`config.mk`:
```
export PLATFORM = sky130hd
export DESIGN_NAME = tx_phyretrain
export DESIGN_NICKNAME = d
export VERILOG_FILES = /design/src/rtl/tx_phyretrain.sv
export SDC_FILE = /design/constraint.sdc
export NUM_CORES = 1
export LEC_CHECK = 0
export BUFFER_PORTS_ARGS = -buffer_cell sky130_fd_sc_hd__clkbuf_2
export CORE_ASPECT_RATIO = 2
export CORE_MARGIN = 2
export CORE_UTILIZATION = 40
export DETAILED_ROUTE_END_ITERATION = 8
export PLACE_DENSITY = 0.58
export SYNTH_ARGS = -nofsm -noshare
export SYNTH_HDL_FRONTEND = slang
export SYNTH_SLANG_ARGS = --single-unit
export TNS_END_PERCENT = 100
```
`constraint.sdc`:
```
create_clock -name i_clk -period 5.2 [get_ports i_clk]
set_input_delay 1.04 -clock i_clk [delete_from_list [all_inputs] [get_ports i_clk]]
set_output_delay 1.04 -clock i_clk [all_outputs]
set_load 0.005 [all_outputs]
```
`src/rtl/tx_phyretrain.sv`:
```
// tx_phyretrain: transmit-side PHYRETRAIN handshake (latch cause, send START_REQ, await START_RESP or timeout)
// Ports: i_clk/i_rst_n clock and async active-low reset; i_phyretrain_en LTSM enable;
//   i_txselfcal_req/i_speedidle_req/i_repair_req local retrain causes; i_rx_msg_valid/i_decoded_SB_msg partner message;
//   i_SB_Busy/i_falling_edge_busy sideband status; i_rx_valid rx-side block presenting;
//   o_encoded_SB_msg_tx/o_valid_tx message to sideband; o_local_retrain_encoding one-hot cause;
//   o_phyretrain_end_tx handshake done; o_timeout no response in time.
module tx_phyretrain #(
  parameter int SB_MSG_WIDTH   = 4,
  parameter int TIMEOUT_CYCLES = 8000
) (
  input  logic                    i_clk,
  input  logic                    i_rst_n,
  input  logic                    i_phyretrain_en,
  input  logic                    i_txselfcal_req,
  input  logic                    i_speedidle_req,
  input  logic                    i_repair_req,
  input  logic                    i_rx_msg_valid,
  input  logic [SB_MSG_WIDTH-1:0] i_decoded_SB_msg,
  input  logic                    i_SB_Busy,
  input  logic                    i_falling_edge_busy,
  input  logic                    i_rx_valid,
  output logic [SB_MSG_WIDTH-1:0] o_encoded_SB_msg_tx,
  output logic [2:0]              o_local_retrain_encoding,
  output logic                    o_valid_tx,
  output logic                    o_phyretrain_end_tx,
  output logic                    o_timeout
);
  localparam int CW = $clog2(TIMEOUT_CYCLES);
  typedef enum logic [2:0] {IDLE, SEND_REQ, WAIT_RESP, TEST_FINISHED, TIMEOUT} state_t;
  state_t state, nxt;
  logic [CW-1:0] cnt;
  logic valid_q, pending, resp_seen;
  logic entry, active, resp_now, cnt_max, free, fall;
  assign entry    = state == IDLE && i_phyretrain_en;
  assign active   = state == SEND_REQ || state == WAIT_RESP;
  assign resp_now = i_rx_msg_valid && i_decoded_SB_msg == SB_MSG_WIDTH'(2);
  assign cnt_max  = cnt == CW'(TIMEOUT_CYCLES - 1);
  assign free     = !i_SB_Busy && !i_rx_valid;
  assign fall     = valid_q && !o_valid_tx;
  always_comb begin
    nxt = state;
    if (!i_phyretrain_en) nxt = IDLE;
    else if (state == IDLE) nxt = SEND_REQ;
    else if (state == SEND_REQ) nxt = cnt_max ? TIMEOUT : fall ? WAIT_RESP : SEND_REQ;
    else if (state == WAIT_RESP) nxt = (resp_seen || resp_now) ? TEST_FINISHED : cnt_max ? TIMEOUT : WAIT_RESP;
  end
  always_ff @(posedge i_clk or negedge i_rst_n)
    if (!i_rst_n) state <= IDLE;
    else state <= nxt;
  always_ff @(posedge i_clk or negedge i_rst_n) begin
    if (!i_rst_n) begin
      cnt                      <= '0;
      valid_q                  <= 1'b0;
      pending                  <= 1'b0;
      resp_seen                <= 1'b0;
      o_encoded_SB_msg_tx      <= '0;
      o_local_retrain_encoding <= 3'b000;
      o_valid_tx               <= 1'b0;
      o_phyretrain_end_tx      <= 1'b0;
      o_timeout                <= 1'b0;
    end else begin
      valid_q             <= o_valid_tx;
      resp_seen           <= active && i_phyretrain_en && (resp_seen || resp_now);
      cnt                 <= entry ? '0 : (active && !cnt_max) ? cnt + 1'b1 : cnt;
      o_phyretrain_end_tx <= i_phyretrain_en && (o_phyretrain_end_tx || (state == WAIT_RESP && nxt == TEST_FINISHED));
      o_timeout           <= i_phyretrain_en && (o_timeout || nxt == TIMEOUT);
      o_encoded_SB_msg_tx <= !i_phyretrain_en ? '0 : entry ? SB_MSG_WIDTH'(1) : o_encoded_SB_msg_tx;
      if (entry)
        o_local_retrain_encoding <= i_speedidle_req ? 3'b010 : i_repair_req ? 3'b100 :
                                    {2'b00, i_txselfcal_req | ~(i_speedidle_req | i_repair_req | i_txselfcal_req)};
      if (!i_phyretrain_en) begin
        o_valid_tx <= 1'b0;
        pending    <= 1'b0;
      end else if (entry) begin
        o_valid_tx <= !i_falling_edge_busy && free;
        pending    <= i_falling_edge_busy || !free;
      end else if (i_falling_edge_busy) begin
        o_valid_tx <= 1'b0;
      end else if (pending && free) begin
        o_valid_tx <= 1'b1;
        pending    <= 1'b0;
      end
    end
  end
endmodule

```
==> results.txt <==
- Post-synth cell types: 40
- Total instance count after detailed placement: 187
- Critical path class: in2reg
- Routed via count: 1117
- For this run, design rule violations remaining after detail routing come to 0.
- 24 I/O pins were placed.
- Arrival time at the worst endpoint: 2.22 ns
- YS warnings: 0
* Number of buffers inserted by port buffering: 19
- The worst register-to-register path begins at cnt[0]$_DFFE_PN0P_.
* Global-route wire length before repair: 4823 um
- Setup violations remaining at the end of the flow were counted as 0.
* Antenna violation net count after detailed routing: 0
- Crit Path Max Fanout: 11
- After filler insertion, the fill cell instance count of the layout stands at 339.
- Run status: finished clean
- Achievable frequency: 484.0 MHz
- The worst-case IR drop observed on VDD is 0.0001626 V.
- FF+latch count, synth: 26
* Unrepaired setup endpoints after global routing: no
- Number of iterations in the first detailed-routing pass: 4
- The top cell types in the final layout, fill and taps aside, are sky130_fd_sc_hd__dfrtp_1, sky130_fd_sc_hd__nand2_1, sky130_fd_sc_hd__clkbuf_2.
- Of the cells placed in the final design, the portion with a size suffix greater than 1 is 20.25%.
* Routed wirelength normalized by instance count: 15.43 um
- The critical path starts at i_phyretrain_en.
- The tool flagged a number of max-cap violations equal to 0.
- Post-route minimum period: 2.066 ns
- Entering global routing, the biggest net connects 27 pins.
- Number of DRC markers in iteration 0: 22
- For the pin with the worst max-slew slack, the measured transition is 0.7749 ns.
* Final clock period utilization by the worst path: 39.73%
* Number of rows in the core area: 30
* Total standard cell area after synthesis: 1415 sq um
- Floorplan die height: 88.12 um
- Critical Path End Type: register
* Avg Cell Area, Syn: 9.827 sq um
* Dpl hpwl: 2198 um
- Summing the sequential cell areas from Yosys gives 45.98% of the chip area.
- In this run, post-CTS hold repair placed 0 buffers.
- Area after detailed placement: 1499 sq um
- Once layout is complete, the utilization of the core stands at 45.59%.
- For this run, the total global-route usage over all layers was measured as 15.88%.
- Maximum buffer depth of the clock tree: 2
- The number of pins exceeding their max-slew limit in the final report was 0.
- Psw: 113.4 uW
- The clock network is responsible for 27.8% of the overall power.
- Combinational cell fraction of total power: 14.8%
- Starting Density: 41.89%
- Layout area overhead: 8.842%
- After routing the design area is 1540 sq um.
- Worst slack on hold paths: 0.4444 ns
- Counting every instance in the synthesized netlist gives 144.
- After synthesis, the share of flip-flops with an asynchronous set or reset is 100.0%.
* Via-per-instance ratio: 5.879
* Number of buffers added by the clock tree synthesis step: 3
* Required arrival time at the worst endpoint: 5.36 ns
* Post-cts sizing count: 0
- The library cell used most frequently in the layout, excluding fill and tap cells, is sky130_fd_sc_hd__dfrtp_1.
- Root buffer cell: sky130_fd_sc_hd__clkbuf_8
- Top flip-flop cell by instance count after synthesis: sky130_fd_sc_hd__dfrtp_1
- Launching element type of the critical path: input pin
- Adding up every negative setup slack in the final design gives 0 ns.
- Reported leakage power: 0.0007837 uW
* Cell internal power dissipation: 298.8 uW
- The count of cells in the finished layout, fillers not included, comes to 190.
- Final Hold Viols: 0
- The die covers 4059 sq um.
* Aggregate routed wire length: 2932 um
- Class of the most critical hold timing path: reg2reg
* Switching fraction of total power: 27.51%
- The worst pin sits at a relative slew slack of 48.20%.
- The net count of the finished layout is 175.
- The region available for standard cell placement spans 3378 sq um.
- The congestion estimate from routability-driven global placement came to 0.7917.
* TritonCTS clock tree: done
* Pwr per Cell Area: 267.6 nW/um^2
* Via count of the first global-routing pass: 1098
* Count of antenna diodes in the layout: 0
- Worst skew pair latency: 0.27 ns
- Once the clock tree was built, the setup fixing pass inserted 0 buffers.
* Final setup skew: 0.007250 ns
- Number of flops mapped to enable cells by yosys: 0
- The initial antenna violation count is 0.
- From left edge to right edge, the die measures 46.06 um.
* Clock-pin slew reported for the worst setup and hold paths after clock tree synthesis: 0.09 ns
* Power share of the sequential group: 57.4%
- CTS H-tree depth: 1
- Clock Sinks: 26
- Startpoint of the most critical hold path: o_valid_tx$_DFFE_PN0P_
- Residual overflow from global routing: 0
logic make-up after synthesis:
kind of cell | count (synthesis) | share of synthesized area, %
AND/OR/NAND/NOR | 68 | 27.32
flip-flops | 26 | 45.98
AO/OA/AOI/OAI | 24 | 12.82
buffers and inverters | 14 | 5.216
multiplexers | 9 | 6.366
adder cells (fa/ha/maj) | 1 | 0.8840
other | 1 | 0.2650
XOR/XNOR | 1 | 1.150
per-layer routing:
layer / routed length, um / track usage [%] / vias up
li1: - / - / 540
met1: 1164 / 17.45 / 548
met2: 1644 / 29.42 / 25
met3: 86 / 1.856 / 4
met4: 37 / 5.455 / 0
met5: 0 / 0 / -
power by group through the flow:
stage	sequential (uW)	combinational (uW)	clock, uW
2_1_floorplan	236	43.5	0
4_1_cts	237	63.0	118
3_5_place_dp	241	62.5	0
6_report	237	60.9	115
5_1_grt	240	70.0	125
3_3_place_gp	239	58.8	0
Yosys cell counts (2+ instances only):
| cell type | instances | area, sq um |
|---|---|---|
| sky130_fd_sc_hd__o211a_1 | 2 | 20.02 |
| sky130_fd_sc_hd__and2_1 | 5 | 31.28 |
| sky130_fd_sc_hd__nor2b_1 | 2 | 12.51 |
| sky130_fd_sc_hd__nand3b_1 | 2 | 15.01 |
| sky130_fd_sc_hd__mux2i_1 | 9 | 90.09 |
| sky130_fd_sc_hd__o31ai_1 | 3 | 22.52 |
| sky130_fd_sc_hd__o21a_1 | 4 | 30.03 |
| sky130_fd_sc_hd__nand3_1 | 7 | 35.03 |
| sky130_fd_sc_hd__buf_4 | 4 | 30.03 |
| sky130_fd_sc_hd__and3_1 | 5 | 31.28 |
| sky130_fd_sc_hd__and4_4 | 2 | 22.52 |
| sky130_fd_sc_hd__inv_1 | 4 | 15.01 |
| sky130_fd_sc_hd__nor2_1 | 7 | 26.28 |
| sky130_fd_sc_hd__or2_2 | 3 | 18.77 |
| sky130_fd_sc_hd__nor3b_1 | 3 | 22.52 |
| sky130_fd_sc_hd__dfrtp_1 | 26 | 650.6 |
| sky130_fd_sc_hd__nand4_1 | 6 | 37.54 |
| sky130_fd_sc_hd__a21oi_1 | 3 | 15.01 |
| sky130_fd_sc_hd__buf_2 | 5 | 25.02 |
| sky130_fd_sc_hd__o21ai_0 | 4 | 20.02 |
| sky130_fd_sc_hd__nand2_1 | 19 | 71.32 |
area by class of cell:
cell class              instances  area [sq um]  share of cell area, %
inverters                       4         15.01                 0.9748
flip-flops and latches         26         650.6                  42.24
clock buffers                   3         41.29                  2.681
multi-input cells             106         698.2                  45.33
repair buffers                 19         95.09                  6.174
well taps                      32         40.04                  2.600
worst paths after layout:
check,to,slack [ns],depth (start not counted)
setup reg to reg,o_timeout$_DFF_PN0_,3.31,5
max in group asynchronous,valid_q$_DFF_PN0_,3.98,1
min in group asynchronous,cnt[3]$_DFFE_PN0P_,0.78,1
setup / recovery,cnt[6]$_DFFE_PN0P_,3.13,5
hold reg to reg,valid_q$_DFF_PN0_,0.44,0
hold / removal,valid_q$_DFF_PN0_,0.44,0
through the flow:
| step | setup slack, ns | power, uW |
|---|---|---|
| 3_5_place_dp | 2.786 | 303.2 |
| 6_report | 3.134 | 412.2 |
| 3_3_place_gp | 2.833 | 298.0 |
| 4_1_cts | 3.089 | 417.3 |
| 2_1_floorplan | 3.283 | 279.2 |
| 5_1_grt | 2.978 | 434.6 |
worst max-delay path, cell delays in order:
cell	delay, ns
sky130_fd_sc_hd__clkbuf_2	0.19
sky130_fd_sc_hd__nor4b_2	0.68
sky130_fd_sc_hd__nor2_1	0.11
sky130_fd_sc_hd__nand4_1	0.13
sky130_fd_sc_hd__nand2_1	0.07
flip-flops by register name, indices dropped and copies added (netlist names):
| signal | count |
|---|---|
| cnt | 13 |
| o_local_retrain_encoding | 3 |
| state | 3 |
| o_encoded_SB_msg_tx | 1 |
| o_phyretrain_end_tx | 1 |
| o_timeout | 1 |
| o_valid_tx | 1 |
| pending | 1 |
| resp_seen | 1 |
| valid_q | 1 |
Power figures use the tool's default switching activity.
